File: src/rtl/dvp_capture_ctrl.sv
// DVP capture sequencer: pairs camera bytes into RGB565 pixels, marks SOF/EOL and checks frame geometry.
// Build option DVP_CAPTURE_TESTPAT_EN adds testpat_sel, which replaces pixel data with {line, pixel} indices.
module dvp_capture_ctrl #(
    parameter int H_ACTIVE  = 640,
    parameter int V_ACTIVE  = 480,
    parameter bit MSB_FIRST = 1'b1,
    parameter bit VSYNC_POL = 1'b1
) (
    input  logic        clk,
    input  logic        rst,
    input  logic        enable,
    input  logic        cfg_ready,
    input  logic        vsync,
    input  logic        de,
    input  logic [7:0]  data,
`ifdef DVP_CAPTURE_TESTPAT_EN
    input  logic        testpat_sel,
`endif
    output logic [15:0] pix_data,
    output logic        pix_valid,
    output logic        pix_sof,
    output logic        pix_eol,
    output logic        frame_done,
    output logic        frame_err,
    output logic [15:0] frame_count,
    output logic        busy
);

    localparam int PW = $clog2(H_ACTIVE + 1);
    localparam int LW = $clog2(V_ACTIVE + 1);
    localparam logic [PW-1:0] PIX_MAX  = PW'(H_ACTIVE);
    localparam logic [PW-1:0] PIX_LAST = PW'(H_ACTIVE - 1);
    localparam logic [LW-1:0] LINE_MAX = LW'(V_ACTIVE);

    typedef enum logic [1:0] {
        S_IDLE,
        S_ARM,
        S_SYNC,
        S_ACTIVE
    } state_t;

    state_t          r_state;
    state_t          w_state_next;

    logic            r_vs_act;
    logic            r_de;
    logic            r_phase;
    logic [7:0]      r_first_byte;
    logic [PW-1:0]   r_pix_cnt;
    logic [LW-1:0]   r_line_cnt;
    logic            r_err;
    logic            r_sof_pending;

    logic            w_vs_act;
    logic            w_vs_rise;
    logic            w_vs_fall;
    logic            w_take_byte;
    logic            w_line_close;
    logic            w_frame_end;
    logic            w_pair;
    logic            w_emit;
    logic            w_drop;
    logic            w_close_bad;
    logic            w_end_bad;
    logic            w_err_next;
    logic [PW-1:0]   w_pix_inc;
    logic [LW-1:0]   w_line_inc;
    logic [LW-1:0]   w_line_at_end;
    logic [15:0]     w_cam_pix;
    logic [15:0]     w_pix_out;

    assign w_vs_act  = (vsync == VSYNC_POL);
    assign w_vs_rise = w_vs_act & ~r_vs_act;
    assign w_vs_fall = ~w_vs_act & r_vs_act;

    assign busy = (r_state != S_IDLE);

    always_ff @(posedge clk) begin
        if (rst) begin
            r_state <= S_IDLE;
        end else begin
            r_state <= w_state_next;
        end
    end

    // NOTE: every signal assigned here gets a default first, so no path leaves it unassigned and no latch is inferred.
    always_comb begin
        w_state_next = r_state;
        w_take_byte  = 1'b0;
        w_line_close = 1'b0;
        w_frame_end  = 1'b0;
        if (!cfg_ready) begin
            w_state_next = S_IDLE;
        end else begin
            unique case (r_state)
                S_IDLE: begin
                    if (enable) w_state_next = S_ARM;
                end
                S_ARM: begin
                    if (w_vs_rise) w_state_next = S_SYNC;
                end
                S_SYNC: begin
                    if (w_vs_fall) w_state_next = S_ACTIVE;
                end
                S_ACTIVE: begin
                    // A line still open when blanking starts is closed as if de had fallen.
                    w_line_close = r_de & (~de | w_vs_rise);
                    if (w_vs_rise) begin
                        w_frame_end  = 1'b1;
                        w_state_next = enable ? S_SYNC : S_IDLE;
                    end else begin
                        w_take_byte = de;
                    end
                end
                default: w_state_next = S_IDLE;
            endcase
        end
    end

    assign w_pix_inc  = (r_pix_cnt == PIX_MAX) ? r_pix_cnt : r_pix_cnt + PW'(1);
    assign w_line_inc = (r_line_cnt == LINE_MAX) ? r_line_cnt : r_line_cnt + LW'(1);

    assign w_pair = w_take_byte & r_phase;
    assign w_emit = w_pair & (r_pix_cnt < PIX_MAX) & (r_line_cnt < LINE_MAX);
    assign w_drop = w_pair & ~w_emit;

    assign w_close_bad   = w_line_close & (r_phase | (r_pix_cnt != PIX_MAX));
    assign w_line_at_end = w_line_close ? w_line_inc : r_line_cnt;
    assign w_end_bad     = w_frame_end & (w_line_at_end != LINE_MAX);
    assign w_err_next    = r_err | w_close_bad | w_drop | w_end_bad;

    assign w_cam_pix = MSB_FIRST ? {r_first_byte, data} : {data, r_first_byte};

`ifdef DVP_CAPTURE_TESTPAT_EN
    logic [15:0] w_line_ext;
    logic [15:0] w_pix_ext;
    assign w_line_ext = 16'(r_line_cnt);
    assign w_pix_ext  = 16'(r_pix_cnt);
    assign w_pix_out  = testpat_sel ? {w_line_ext[7:0], w_pix_ext[7:0]} : w_cam_pix;
`else
    assign w_pix_out  = w_cam_pix;
`endif

    // NOTE: clocked state uses non-blocking assignments so every register samples pre-edge values.
    always_ff @(posedge clk) begin
        if (rst) begin
            r_vs_act      <= 1'b0;
            r_de          <= 1'b0;
            r_phase       <= 1'b0;
            r_first_byte  <= '0;
            r_pix_cnt     <= '0;
            r_line_cnt    <= '0;
            r_err         <= 1'b0;
            r_sof_pending <= 1'b0;
            pix_data      <= '0;
            pix_valid     <= 1'b0;
            pix_sof       <= 1'b0;
            pix_eol       <= 1'b0;
            frame_done    <= 1'b0;
            frame_err     <= 1'b0;
            frame_count   <= '0;
        end else begin
            r_vs_act   <= w_vs_act;
            r_de       <= de;
            pix_valid  <= 1'b0;
            pix_sof    <= 1'b0;
            pix_eol    <= 1'b0;
            frame_done <= 1'b0;
            frame_err  <= 1'b0;

            if (r_state == S_SYNC) begin
                r_phase       <= 1'b0;
                r_pix_cnt     <= '0;
                r_line_cnt    <= '0;
                r_err         <= 1'b0;
                r_sof_pending <= 1'b1;
            end else begin
                r_err <= w_err_next;

                if (w_take_byte) begin
                    r_phase <= ~r_phase;
                    if (!r_phase) begin
                        r_first_byte <= data;
                    end else begin
                        r_pix_cnt <= w_pix_inc;
                    end
                end

                if (w_emit) begin
                    pix_valid     <= 1'b1;
                    pix_data      <= w_pix_out;
                    pix_sof       <= r_sof_pending;
                    pix_eol       <= (r_pix_cnt == PIX_LAST);
                    r_sof_pending <= 1'b0;
                end

                if (w_line_close) begin
                    r_phase    <= 1'b0;
                    r_pix_cnt  <= '0;
                    r_line_cnt <= w_line_inc;
                end

                if (w_frame_end) begin
                    frame_done  <= 1'b1;
                    frame_err   <= w_err_next;
                    frame_count <= frame_count + 16'd1;
                end
            end
        end
    end

endmodule

File: config.mk
export PLATFORM = sky130hd
export DESIGN_NAME = dvp_capture_ctrl
export DESIGN_NICKNAME = d
export VERILOG_FILES = /design/src/rtl/dvp_capture_ctrl.sv
export SDC_FILE = /design/constraint.sdc
export NUM_CORES = 1
export LEC_CHECK = 0
export ABC_CLOCK_PERIOD_IN_PS = 2350
export BUFFER_PORTS_ARGS = -buffer_cell sky130_fd_sc_hd__buf_2
export CAP_MARGIN = 25
export CORE_MARGIN = 2
export CORE_UTILIZATION = 50
export CTS_CLUSTER_SIZE = 24
export DETAILED_ROUTE_END_ITERATION = 6
export GPL_TIMING_DRIVEN = 0
export PLACE_DENSITY = 0.75
export SLEW_MARGIN = 40
export SYNTH_ARGS = -nofsm -noshare
export SYNTH_HDL_FRONTEND = slang
export SYNTH_SLANG_ARGS = --single-unit
File: constraint.sdc
create_clock -name clk -period 2.35 [get_ports clk]
set_input_delay 0.5875 -clock clk [delete_from_list [all_inputs] [get_ports clk]]
set_output_delay 0.5875 -clock clk [all_outputs]
set_load 0.02 [all_outputs]
==> run metrics, run 1 <==
outcome finished, final reports clean; CTS tree built; dominant cell type by area after synthesis dfxtp_1; CP endpoint kind register; Ports 52; Post-Syn Area per Cell slightly below 9 sq um; Antenna Nets Post-Route 0; post-synthesis instance total around 350; Critical Path Fanout Max 4; RePlAce Congestion ~0.80; largest net degree at the start of global routing 16; Reg power frac a little over half; Final Power roughly 2.2 mW; DP Wirelength 4.53 mm; Mapped Area slightly above 3000 sq um; path type of the worst setup path register to register; Power Density a little over 600 nW/um^2; Peak VDD IR approximately 0.39 mV; number of global-route vias before repair between 2000 and 2500; ys flop type dfxtp_1; final hold vios 0; Psw about 580 uW; worst skew pair latency 360 ps; Via Count 2564; IO Port Bufs 50; die width 81.8 microns; maxcap violations 0; Initial Util about half; CTS Root Cell clkbuf_8; area of the core just under 6000 sq um; Yosys warnings 0; Arr. time, crit path 2440 ps; clock-pin slew on the worst setup and hold paths about 90 ps; FMAX between 0.4 and 0.5 GHz; asr flop ratio synth 0%; Final TNS setup 0 ps; detailed router's first-iteration violation count between 100 and 150; CTS buffer count 9; Slew Limit Fails 0; share of layout cells above drive strength 1 a little over 20%; clock sink count 71; Setup Fix Bufs, Post-CTS 0; post-synth top area share between 40% and 50%; H-tree Lvls 3; Area growth syn-to-layout 18.2%; WL/cell roughly 13 microns; post-layout min period approximately 2200 ps; final core utilization between 60% and 70%; Leak 1.41 nW; post-synthesis net count ~370; height of the die between 80 and 90 microns; register bit count reported by yosys between 70 and 80; sequential element share of the synthesized area 47.0%; die area roughly 6700 sq um; Slew @ Worst Pin around 590 ps; clock power share 42.7%; Comb pwr share 2.5%; ranking of synthesized cells by area dfxtp_1 47%, nand2_1 6.8%, nor2_1 6.1%, xor2_1 5.5%, a21oi_1 4.0%; Layout Skew 9.08 ps; CTS max path bufs 2; global-route wire length before repair between 10 and 15 mm; Internal 1.63 mW; initial antenna violation count 0; # diodes 0; Required @ worst endpoint 2580 ps; slew margin rel. between 60% and 70%; Tcrit/Tclk final 94.1%; DRC 0; num rows 28; number of synthesized flops with an enable pin 0; Cell variety after synth between 40 and 50; Routed WL about 6.4 mm; first-pass iteration count of the detailed router 4; hold_buf cts 0; Congestion Overflow GR 0; final-report setup violation count 0; RSZ-0062 raised after global routing no; Startpoint Class register; worst hold-check path type register to register; DR vias/cell around 5.2; Switching Fraction 26.2%; GRT Overall Usage a little over a fifth; fin nets roughly 430
synth_stat cells (4+ instances only):
| cell type | number |
|---|---|
| nand2_1 | 55 |
| dfxtp_1 | 71 |
| nand3_1 | 14 |
| nor3_1 | 10 |
| inv_1 | 8 |
| xnor2_1 | 12 |
| nand2b_1 | 5 |
| o21ai_0 | 4 |
| xor2_1 | 19 |
| nand4_1 | 8 |
| a21oi_1 | 24 |
| nor2_1 | 49 |
| mux2i_1 | 9 |
| or3_1 | 5 |
| and3_1 | 7 |
| nor2b_1 | 4 |
| clkbuf_1 | 7 |
| ha_1 | 5 |
area by class of cell:
cell class	instances	area [sq um]
Timing Repair Buffer	50	250
Clock inverter	7	63.8
Inverter	8	30.0
Tap cell	75	93.8
Buffer	12	58.8
Fill cell	546	2310
Sequential cell	71	1420
Multi-Input combinational cell	257	1530
Clock buffer	9	124
repair_timing:
item	in CTS	in global routing
resized for setup	3	3
pin swaps	0	1
endpoints found under the setup margin	2	2
critical path, stage by stage (launching register included):
cell and delay, ps:
dfxtp_2 350, inv_2 80, ha_1 130, or4b_1 450, or2_4 280, nand3_2 100
mux2_2 370, a2111oi_4 230, nor3_1 100
cells in the final DEF (no fill, tap or decap), drive strengths merged, types with 2 or more instances in the layout:
cell      instances
nor2b             4
a211oi            3
nand3            14
nand2            55
or2               2
o21ai             4
xor2             19
ha                5
dfxtp            71
nand4b            2
and4              2
o211ai            2
nand2b            5
nand4             8
mux2i             9
nor3             11
nor2             51
xnor2            12
clkinvlp          2
buf              55
clkbuf           16
or3               6
a21oi            24
nor3b             2
inv              12
and3              7
worst paths after layout:
check | startpoint | endpoint | slack [ps] | depth (start not counted)
setup / recovery | r_line_cnt[0]$_SDFF_PP0_ | frame_err$_SDFF_PP0_ | 140 | 8
hold / removal | r_first_byte[1]$_SDFFE_PP0P_ | pix_data[9]$_SDFFE_PP0P_ | 450 | 2
setup reg to reg | r_line_cnt[0]$_SDFF_PP0_ | frame_err$_SDFF_PP0_ | 140 | 8
hold reg to reg | r_first_byte[1]$_SDFFE_PP0P_ | pix_data[9]$_SDFFE_PP0P_ | 450 | 2
stage by stage:
| step | std cells | hold slack (ps) | setup slack [ps] | cell area [sq um] |
|---|---|---|---|---|
| 6_report | 489 | 455 | 138 | 3580 |
| 5_1_grt | 489 | 469 | 38.0 | 3580 |
| 4_1_cts | 489 | 455 | 14.3 | 3570 |
| 3_5_place_dp | 473 | 443 | -61.3 | 3370 |
| 3_3_place_gp | 473 | 436 | -44.6 | 3370 |
| 2_1_floorplan | 348 | 431 | 127 | 3030 |
registers in the layout (all words and copies together) (netlist names), 2 cells and up:
| register | cells |
|---|---|
| frame_count | 16 |
| pix_data | 16 |
| r_pix_cnt | 10 |
| r_line_cnt | 9 |
| r_first_byte | 8 |
| r_state | 2 |
logic make-up (layout without fill, tap and decap cells):
group / count (synthesis) / count (layout) / synth area share [%]
adder cells (fa/ha/maj): 5 / 5 / 2.07
flip-flops: 71 / 71 / 47.0
multiplexers: 10 / 10 / 3.35
buffers and inverters: 20 / 86 / 2.94
AND/OR/NAND/NOR: 174 / 174 / 27.5
AO/OA/AOI/OAI: 37 / 37 / 8.15
XOR/XNOR: 31 / 31 / 8.97
power by group through the flow:
stage / clock [mW] / combinational (mW) / sequential [mW]
after floorplan: 0 / 0.0307 / 1.24
after global placement: 0 / 0.0556 / 1.24
after detailed placement: 0 / 0.0563 / 1.24
after CTS: 0.952 / 0.0565 / 1.21
after global routing: 1.01 / 0.0622 / 1.21
final: 0.941 / 0.0562 / 1.21
layer usage:
| layer | wire length, microns | share of wire (%) | up-vias | global-route usage, % |
|---|---|---|---|---|
| met3 | 307 | 4.8 | 9 | 4.73 |
| li1 | - | - | 1303 | - |
| met4 | 102 | 1.6 | 0 | 9.33 |
| met5 | 0 | 0 | - | 0 |
| met2 | 3050 | 47 | 59 | 32.0 |
| met1 | 2980 | 46 | 1193 | 28.0 |
Power figures use the tool's default switching activity.
==> run 2, diff against run 1 <==
--- a/config.mk
+++ b/config.mk
@@ -14,6 +14,7 @@
 export DETAILED_ROUTE_END_ITERATION = 6
 export GPL_TIMING_DRIVEN = 0
 export PLACE_DENSITY = 0.75
+export RECOVER_POWER = 50
 export SLEW_MARGIN = 40
 export SYNTH_ARGS = -nofsm -noshare
 export SYNTH_HDL_FRONTEND = slang
==> run metrics, run 2 (synthesis gave the netlist of run 1 again) <==
outcome finished, final reports clean; Power Density 625 nW/um^2; Routed WL 6.40 mm; CTS max path bufs 2; DP Area about 3400 sq um; Comb pwr share about 2.5%; Final TNS setup 0 ps; GRT Overall Usage 20.8%; RePlAce Congestion 0.796; Switching Fraction between 20% and 30%; Ports 52; cell at the slowest stage of the critical path or4b_1; hold endpoint pix_data[9]$_SDFFE_PP0P_; Congestion Overflow GR 0; height of the die 81.8 microns; worst skew pair latency approximately 360 ps; die area around 6700 sq um; Psw ~570 uW; Min-Delay Startpoint r_first_byte[1]$_SDFFE_PP0P_; Leak 1.25 nW; worst hold-check path type register to register; first-pass iteration count of the detailed router 4; Required @ worst endpoint ~2600 ps; Bufs and invs on worst path 1; number of global-route vias before repair 2286; most frequent cells in the layout 69 x dfxtp_1, 55 x nand2_1, 49 x nor2_1, 45 x clkbuf_1, 24 x a21oi_1; final core utilization ~60%; path type of the worst setup path register to register; Layout Skew between 9 and 10 ps; Startpoint Class register; FILL cells approximately 560; Peak VDD IR approximately 0.39 mV; CTS tree built; CTS Root Cell clkbuf_8; Slew @ Worst Pin ~570 ps; most common cell after layout, fill and taps aside dfxtp_1; share of layout cells above drive strength 1 between 10 and 15%; global-route wire length before repair between 10 and 15 mm; largest net degree at the start of global routing 16; DP Wirelength about 4.5 mm; Antenna Nets Post-Route 0; Arr. time, crit path ~2400 ps; Reg power frac a little over half; WL/cell ~13 microns; clock sink count 71; DRC 0; CTS buffer count 9; # diodes 0; slew margin rel. approximately three fifths; r2r worst-path depth 8; Slew Limit Fails 0; maxcap violations 0; CP peak stage delay 460 ps; post-route cell area 3520 sq um; clock-pin slew on the worst setup and hold paths 90 ps; die width 81.8 microns; IO Port Bufs 50; RR Endpoint frame_err$_SDFF_PP0_; H-tree Lvls 3; worst r2r src r_line_cnt[0]$_SDFF_PP0_; Setup Fix Bufs, Post-CTS 0; CP endpoint kind register; final hold vios 0; DR vias/cell roughly 5.2; Internal ~1.6 mW; Reg2Reg Setup Slack around 140 ps; area of the core 5890 sq um; post-layout min period between 2000 and 2500 ps; CP delay by family, top simple AND/OR/NAND/NOR gates; detailed router's first-iteration violation count about 120; Area growth syn-to-layout 16.5%; FMAX between 0.4 and 0.5 GHz; final-report setup violation count 0; Via Count 2552; cell breakdown of the critical path inv_2 > ha_1 > or4b_1 > or2_4 > nand3_2 > mux2_2 > a2111oi_4 > nor3_1; RSZ-0062 raised after global routing no; Critical Path Fanout Max 4; initial antenna violation count 0; Tcrit/Tclk final between 90% and 100%; hold depth 2; fin nets ~430; Initial Util between 50% and 60%; clock power share 42.6%; Regs by FF count frame_count (16), pix_data (16), r_pix_cnt (10); num rows 28
## run 2: cell count changes in the layout (fill, tap and decap cells not counted), sizes merged
cell,delta
buf,-38
clkbuf,+38
## run 2: metal layers
metal	vias to the layer above	routed length, microns	GRT usage (%)	share of wire [%]
met4	0	102	9.33	1.6
met3	9	289	4.73	4.5
met5	-	0	0	0
li1	1301	-	-	-
met1	1187	2960	28.0	46
met2	55	3050	32.0	48
## run 2: tightest hold or removal path, delay by kind of cell (launching register included)
kind | cells | cell delay, ps
AO/OA/AOI/OAI | 1 | 50
flip-flops | 1 | 320
AND/OR/NAND/NOR | 1 | 50
## run 2: area by class of cell
cell class,count,area (sq um),share of cell area [%]
buffer,12,58.8,1.67
clock buffer,9,124,3.52
clock inverter,7,63.8,1.81
inverter,8,30.0,0.852
multi-input combinational,257,1530,43.3
sequential,71,1420,40.4
tap,75,93.8,2.66
timing repair buffer,50,204,5.79
## run 2: timing repair
item,CTS,global route
pin swaps,0,1
hold buffers,0,0
setup endpoints to repair,2,2
gates resized for setup,3,3
## run 2: through the flow
stage	setup WS, ps	power [mW]	cells	hold slack, ps
after global placement	-44.6	1.29	473	436
final	140	2.20	489	455
after detailed placement	-61.3	1.29	473	443
after global routing	35.7	2.28	489	469
after floorplan	127	1.27	348	431
after CTS	14.3	2.22	489	455
## run 2: worst max path at each step
stage | startpoint | end | slack, ps | cells past startpoint
4_1_cts | r_line_cnt[0]$_SDFF_PP0_ | frame_err$_SDFF_PP0_ | 10 | 8
3_5_place_dp | vsync | pix_data[13]$_SDFFE_PP0P_ | -60 | 8
6_report | r_line_cnt[0]$_SDFF_PP0_ | frame_err$_SDFF_PP0_ | 140 | 8
3_3_place_gp | vsync | pix_data[15]$_SDFFE_PP0P_ | -40 | 8
5_1_grt | r_line_cnt[0]$_SDFF_PP0_ | r_err$_SDFF_PP0_ | 40 | 8
2_1_floorplan | r_line_cnt[0]$_SDFF_PP0_ | r_err$_SDFF_PP0_ | 130 | 8
## run 2: power groups by stage
stage / Sequential [mW] / Clock (mW) / Combinational (mW)
floorplan: 1.24 / 0 / 0.0307
global placement: 1.24 / 0 / 0.0556
detailed placement: 1.24 / 0 / 0.0563
CTS: 1.21 / 0.952 / 0.0565
global route: 1.21 / 1.01 / 0.0615
finish: 1.21 / 0.938 / 0.0560
